$ cat src/rtl/stream_dot_pkg.sv
// Shared types and helpers for the streaming signed dot-product operator.
// Holds the FSM state encoding, default widths and the result word splitter.
package stream_dot_pkg;

    localparam int DATA_BITS_DEF = 32;
    localparam int ACC_BITS_DEF  = 64;

    typedef enum logic [1:0] {
        ACCUM = 2'd0,
        DRAIN = 2'd1,
        OUT   = 2'd2
    } state_t;

    typedef struct packed {
        logic [DATA_BITS_DEF-1:0] hi;
        logic [DATA_BITS_DEF-1:0] lo;
    } result_words_t;

    function automatic result_words_t split_result(input logic [ACC_BITS_DEF-1:0] r);
        result_words_t w;
        w.hi = r[ACC_BITS_DEF-1:DATA_BITS_DEF];
        w.lo = r[DATA_BITS_DEF-1:0];
        return w;
    endfunction

endpackage

$ cat src/rtl/stream_dot_mac.sv
// Product register followed by a wrapping accumulator with synchronous clear.
// A product accepted in cycle T lands in the accumulator at the end of T+1.
module stream_dot_mac
    import stream_dot_pkg::*;
#(
    parameter int DATA_BITS = DATA_BITS_DEF,
    parameter int ACC_BITS  = 2 * DATA_BITS
) (
    input  logic                 clk,
    input  logic                 rst_n,
    input  logic                 accept,
    input  logic                 clear,
    input  logic [DATA_BITS-1:0] a,
    input  logic [DATA_BITS-1:0] b,
    output logic                 prod_vld,
    output logic [ACC_BITS-1:0]  acc
);

    logic [ACC_BITS-1:0] a_ext;
    logic [ACC_BITS-1:0] b_ext;
    logic [ACC_BITS-1:0] prod_reg;
    logic [ACC_BITS-1:0] acc_reg;
    logic                prod_vld_reg;

    // Sign-extend to full width so the low ACC_BITS of the product are exact.
    assign a_ext = {{DATA_BITS{a[DATA_BITS-1]}}, a};
    assign b_ext = {{DATA_BITS{b[DATA_BITS-1]}}, b};

    always_ff @(posedge clk or negedge rst_n) begin
        if (!rst_n) begin
            prod_reg     <= '0;
            prod_vld_reg <= 1'b0;
            acc_reg      <= '0;
        end else begin
            prod_vld_reg <= accept;
            if (accept) begin
                prod_reg <= a_ext * b_ext;
            end
            if (clear) begin
                acc_reg <= '0;
            end else if (prod_vld_reg) begin
                acc_reg <= acc_reg + prod_reg;
            end
        end
    end

    assign prod_vld = prod_vld_reg;
    assign acc      = acc_reg;

endmodule

$ cat src/rtl/stream_dot_product.sv
// Streaming signed dot product over VEC_LEN pairs; 64-bit result split across two output streams.
// Optional STREAM_DOT_VECCNT_EN adds a vec_count port counting completed results.
module stream_dot_product
    import stream_dot_pkg::*;
#(
    parameter int DATA_BITS = DATA_BITS_DEF,
    parameter int VEC_LEN   = 8
) (
    input  logic                 ap_clk,
    input  logic                 ap_rst_n,
    input  logic                 ap_start,
    output logic                 ap_idle,
    output logic                 ap_done,
    output logic                 ap_ready,
    input  logic [DATA_BITS-1:0] Input_1_V_V,
    input  logic                 Input_1_V_V_ap_vld,
    output logic                 Input_1_V_V_ap_ack,
    input  logic [DATA_BITS-1:0] Input_2_V_V,
    input  logic                 Input_2_V_V_ap_vld,
    output logic                 Input_2_V_V_ap_ack,
    output logic [DATA_BITS-1:0] Output_1_V_V,
    output logic                 Output_1_V_V_ap_vld,
    input  logic                 Output_1_V_V_ap_ack,
    output logic [DATA_BITS-1:0] Output_2_V_V,
    output logic                 Output_2_V_V_ap_vld,
    input  logic                 Output_2_V_V_ap_ack
`ifdef STREAM_DOT_VECCNT_EN
   ,output logic [31:0]          vec_count
`endif
);

    localparam int ACC_BITS = 2 * DATA_BITS;
    localparam int CNT_BITS = $clog2(VEC_LEN + 1);

    state_t                state_reg, state_next;
    logic [CNT_BITS-1:0]   count_reg, count_next;
    logic                  done_reg, done_next;
    logic                  accept, load, clear, prod_vld;
    logic [ACC_BITS-1:0]   acc;
    logic [1:0]            out_ack, out_vld, lane_free;
    logic [DATA_BITS-1:0]  result_word [2];
    logic [DATA_BITS-1:0]  out_data [2];

    // Acks are gated by reset so nothing is accepted while the block is held in reset.
    assign accept = ap_rst_n & Input_1_V_V_ap_vld & Input_2_V_V_ap_vld & ap_start
                  & (state_reg == ACCUM) & (count_reg < CNT_BITS'(VEC_LEN));
    assign Input_1_V_V_ap_ack = accept;
    assign Input_2_V_V_ap_ack = accept;

    stream_dot_mac #(
        .DATA_BITS (DATA_BITS),
        .ACC_BITS  (ACC_BITS)
    ) u_mac (
        .clk      (ap_clk),
        .rst_n    (ap_rst_n),
        .accept   (accept),
        .clear    (clear),
        .a        (Input_1_V_V),
        .b        (Input_2_V_V),
        .prod_vld (prod_vld),
        .acc      (acc)
    );

    if (DATA_BITS == DATA_BITS_DEF) begin : g_split_pkg
        result_words_t words;
        assign words          = split_result(acc);
        assign result_word[0] = words.lo;
        assign result_word[1] = words.hi;
    end else begin : g_split_slice
        assign result_word[0] = acc[DATA_BITS-1:0];
        assign result_word[1] = acc[ACC_BITS-1:DATA_BITS];
    end

    assign out_ack = {Output_2_V_V_ap_ack, Output_1_V_V_ap_ack};

    // Lane 0 carries the low word, lane 1 the high word; each retires on its own handshake.
    for (genvar gi = 0; gi < 2; gi++) begin : g_lane
        logic                 vld_reg;
        logic [DATA_BITS-1:0] data_reg;

        always_ff @(posedge ap_clk or negedge ap_rst_n) begin
            if (!ap_rst_n) begin
                vld_reg  <= 1'b0;
                data_reg <= '0;
            end else if (load) begin
                vld_reg  <= 1'b1;
                data_reg <= result_word[gi];
            end else if (vld_reg && out_ack[gi]) begin
                vld_reg  <= 1'b0;
            end
        end

        assign out_vld[gi]   = vld_reg;
        assign out_data[gi]  = data_reg;
        assign lane_free[gi] = ~vld_reg | out_ack[gi];
    end

    always_ff @(posedge ap_clk or negedge ap_rst_n) begin
        if (!ap_rst_n) begin
            state_reg <= ACCUM;
            count_reg <= '0;
            done_reg  <= 1'b0;
        end else begin
            state_reg <= state_next;
            count_reg <= count_next;
            done_reg  <= done_next;
        end
    end

    always_comb begin
        state_next = state_reg;
        count_next = count_reg;
        done_next  = 1'b0;
        load       = 1'b0;
        clear      = 1'b0;
        case (state_reg)
            ACCUM: begin
                if (accept) begin
                    count_next = count_reg + CNT_BITS'(1);
                    if (count_reg == CNT_BITS'(VEC_LEN - 1)) begin
                        state_next = DRAIN;
                    end
                end
            end
            DRAIN: begin
                // Empty product register means the final accumulate has landed.
                if (!prod_vld) begin
                    load       = 1'b1;
                    state_next = OUT;
                end
            end
            OUT: begin
                if (&lane_free) begin
                    done_next  = 1'b1;
                    clear      = 1'b1;
                    count_next = '0;
                    state_next = ACCUM;
                end
            end
            default: state_next = ACCUM;
        endcase
    end

    assign ap_idle             = (state_reg == ACCUM) && (count_reg == '0) && !prod_vld;
    assign ap_done             = done_reg;
    assign ap_ready            = done_reg;
    assign Output_1_V_V        = out_data[0];
    assign Output_1_V_V_ap_vld = out_vld[0];
    assign Output_2_V_V        = out_data[1];
    assign Output_2_V_V_ap_vld = out_vld[1];

`ifdef STREAM_DOT_VECCNT_EN
    logic [31:0] vec_count_reg;

    always_ff @(posedge ap_clk or negedge ap_rst_n) begin
        if (!ap_rst_n) begin
            vec_count_reg <= '0;
        end else if (done_next) begin
            vec_count_reg <= vec_count_reg + 32'd1;
        end
    end

    assign vec_count = vec_count_reg;
`endif

endmodule

$ cat config.mk
export PLATFORM = sky130hd
export DESIGN_NAME = stream_dot_product
export DESIGN_NICKNAME = d
export VERILOG_FILES = /design/src/rtl/stream_dot_pkg.sv /design/src/rtl/stream_dot_mac.sv /design/src/rtl/stream_dot_product.sv
export SDC_FILE = /design/constraint.sdc
export NUM_CORES = 2
export LEC_CHECK = 0
export BUFFER_PORTS_ARGS = -buffer_cell sky130_fd_sc_hd__buf_2
export CAP_MARGIN = 20
export CELL_PAD_IN_SITES_DETAIL_PLACEMENT = 1
export CELL_PAD_IN_SITES_GLOBAL_PLACEMENT = 2
export CORE_ASPECT_RATIO = 0.8
export CORE_MARGIN = 5
export CORE_UTILIZATION = 42
export DETAILED_ROUTE_END_ITERATION = 10
export PLACE_DENSITY = 0.81
export SLEW_MARGIN = 40
export SYNTH_ARGS = -nofsm -noshare
export SYNTH_HDL_FRONTEND = slang
export SYNTH_SLANG_ARGS = --single-unit
$ cat constraint.sdc
create_clock -name ap_clk -period 3.1 [get_ports ap_clk]
set_input_delay 0.155 -clock ap_clk [delete_from_list [all_inputs] [get_ports ap_clk]]
set_output_delay 0.155 -clock ap_clk [all_outputs]
set_load 0.005 [all_outputs]
==> flow_metrics.tcl <==
set metrics [dict create \
    cap_viol_max_count 0 \
    critPathKind "in -> reg" \
    final_area_um2 59700 \
    path_clk_slew_ps 70 \
    cts_tree "yes" \
    synthesis.area_um2 47500 \
    num_vias 37700 \
    route.detailed.drc 0 \
    die_w_um 386 \
    numCtsBuffers 21 \
    rsz0062_at_grt "yes" \
    synth_ff_type "dfrtp_1" \
    cts_root_buffer "clkbuf_16" \
    hpwl_um 125000 \
    initial_utilization_pct 42.3 \
    ys_async_sr_fraction_pct 100 \
    violations "negative setup slack" \
    synth_area_leaders "fa_1 (46%), dfrtp_1 (11%), inv_1 (7.9%)" \
    fin_skew_ps 21.7 \
    status "finished, violations left" \
    dr.pass1.iters 5 \
    grt_pass1_wl_um 244000 \
    wl_um 153000 \
    yosys_warnings 0 \
    boundaryPins 142 \
    rows 110 \
    crit_slowest_cell "fa_2" \
    htreeDepth 1 \
    slew_viol_final 0 \
    cts.path.max_buffers 3 \
    crit_path_max_fanout 7 \
    place_inst 7182 \
    synth.most_common_cell "fa_1" \
    layout_min_cycle_time_ps 6980 \
    drt-vias-per-instance 5.13 \
    synth-edff-count 0 \
    cts.sink_count 202 \
    grt_max_degree 95 \
    gp_congestion 0.860 \
    syn_to_final_growth_pct 25.6 \
    worst_slack_ps -3880 \
    insertion_delay_ps 520 \
    worstSetupStartpointType "primary input" \
    antenna_found_initial 7 \
    dieArea_um2 120000 \
    die_h_um 311 \
    slowest_delay_ps 590 \
    finalSetupViolations 59 \
    slew-limit-headroom_pct 50.9 \
    grt_use_total_pct 25.6 \
    crit_family "adder cells" \
    tightestPinTransition_ps 737 \
    cp.required_ps 3510 \
    period_share_pct 225 \
    crit_path_end_kind "flop" \
    overflow 0 \
    synth_top_area_share_pct 45.6 \
    holdWs_ps 54.4 \
    arrival_ps 7390 \
    drtIter0Drc 1566 \
    hold_viol 0 \
    wl_per_cell_um 20.9 \
    ant_nets 0 \
    ys_seq_elements 202 \
    ys_types 83 \
    path_buf_inv 9 \
    avgSynthCellArea_um2 9.18 \
    fin_nets 7204 \
    dpl-instance-area_um2 55100 \
    clock.fmax_mhz 143 \
    synth_area_leader_cell "fa_1" \
    synth_commonest_cells "fa_1 (1,083), inv_1 (1,003), nand2_1 (850)" \
    drive_above_1_share_pct 24.3 \
    final_cells 7333 \
    io_buffers 141 \
    hold_path.class "in -> async" \
    synthCells 5179 \
    grt_pass1_vias 44100 \
    seq_area_frac_synth_pct 10.6 \
    syn_nets 6582 \
    core_um2 112000 \
]
[cell type report]
class / instances / area [um2]
flip-flops and latches: 202 / 5060
fillers: 12700 / 52700
repair buffers: 878 / 8020
diodes: 6 / 15.0
clock buffers: 29 / 596
multi-input cells: 3694 / 40200
clock inverters: 8 / 128
inverters: 1004 / 3780
well taps: 1512 / 1890
[cells by family (layout without fill, tap and decap cells)]
family / Yosys count / count (layout) / synth area share, %
and+or+nand+nor: 1699 / 1699 / 17.1
adders and majority gates: 1332 / 1332 / 52.2
buffers and inverters: 1283 / 1919 / 10.2
AOI/OAI and AO/OA: 497 / 497 / 6.69
DFF: 202 / 202 / 10.6
xor gates and xnor gates: 119 / 119 / 2.19
muxes: 47 / 47 / 0.992
other: 0 / 6 / 0
[worst reg2reg max path: stages, from the launching register on]
cell and delay [ps]:
dfrtp_1 370, ha_2 200, inv_2 40, fa_2 360
nand2b_4 150, a21o_1 190, a21o_4 240, a211oi_4 360
o2111ai_2 180, a31oi_1 190, buf_4 180, a311oi_2 110
o21bai_2 190, or3_1 140, o2111a_1 170
[metrics by stage]
| stage | TNS (ps) | util [%] | setup WS, ps |
|---|---|---|---|
| 2_1_floorplan | -166710 | - | -3870 |
| 3_3_place_gp | -221070 | 49.0 | -4480 |
| 3_5_place_dp | -229680 | 49.0 | -4780 |
| 4_1_cts | -177220 | 51.9 | -3840 |
| 5_1_grt | -189790 | 53.1 | -4070 |
| 6_report | -180800 | 53.1 | -3880 |
[path summary, 6_finish.rpt]
path	cells after the start	startpoint	end	slack (ps)
worst max-delay path	29	Input_2_V_V[12]	u_mac.prod_reg[46]	-3880
worst min-delay path	2	ap_rst_n	Output_2_V_V[26]	50
worst max register to register	14	u_mac.prod_reg[0]	u_mac.acc[60]	-10
worst min register to register	2	Output_1_V_V[30]	Output_1_V_V[30]	470
max in group asynchronous	4	ap_rst_n	u_mac.acc[7]	1370
min in group ap_clk	4	Input_2_V_V[0]	u_mac.prod_reg[0]	180
[repair_timing]
action / CTS / global route
pin swaps: 227 / 184
gates cloned: 5 / 1
hold buffers: 3 / 0
endpoints found under the hold margin: 46 / 0
resized for setup: 474 / 236
endpoints found under the setup margin: 87 / 81
buffers inserted: 62 / 50
[layer usage]
| layer | global-route usage [%] | up-vias | wire, um | share of wire [%] |
|---|---|---|---|---|
| met5 | 0 | - | 0 | 0 |
| met4 | 4.74 | 0 | 3360 | 2.2 |
| met3 | 2.26 | 208 | 4900 | 3.2 |
| met2 | 46.4 | 631 | 80700 | 53 |
| met1 | 33.6 | 20100 | 64300 | 42 |
| li1 | - | 16700 | - | - |
[cell usage in the layout, fill, tap and decap left out, types with 100 or more instances in the layout]
| cell | n |
|---|---|
| buf_4 | 580 |
| and2_1 | 480 |
| ha_1 | 183 |
| nand2_1 | 818 |
| dfrtp_1 | 200 |
| buf_6 | 100 |
| a21oi_1 | 111 |
| nor2_1 | 123 |
| inv_1 | 936 |
| fa_1 | 998 |
Power is left out: the tool's default activity adds up to more than one toggle a clock period on the data nets, which glitch-free logic cannot reach.
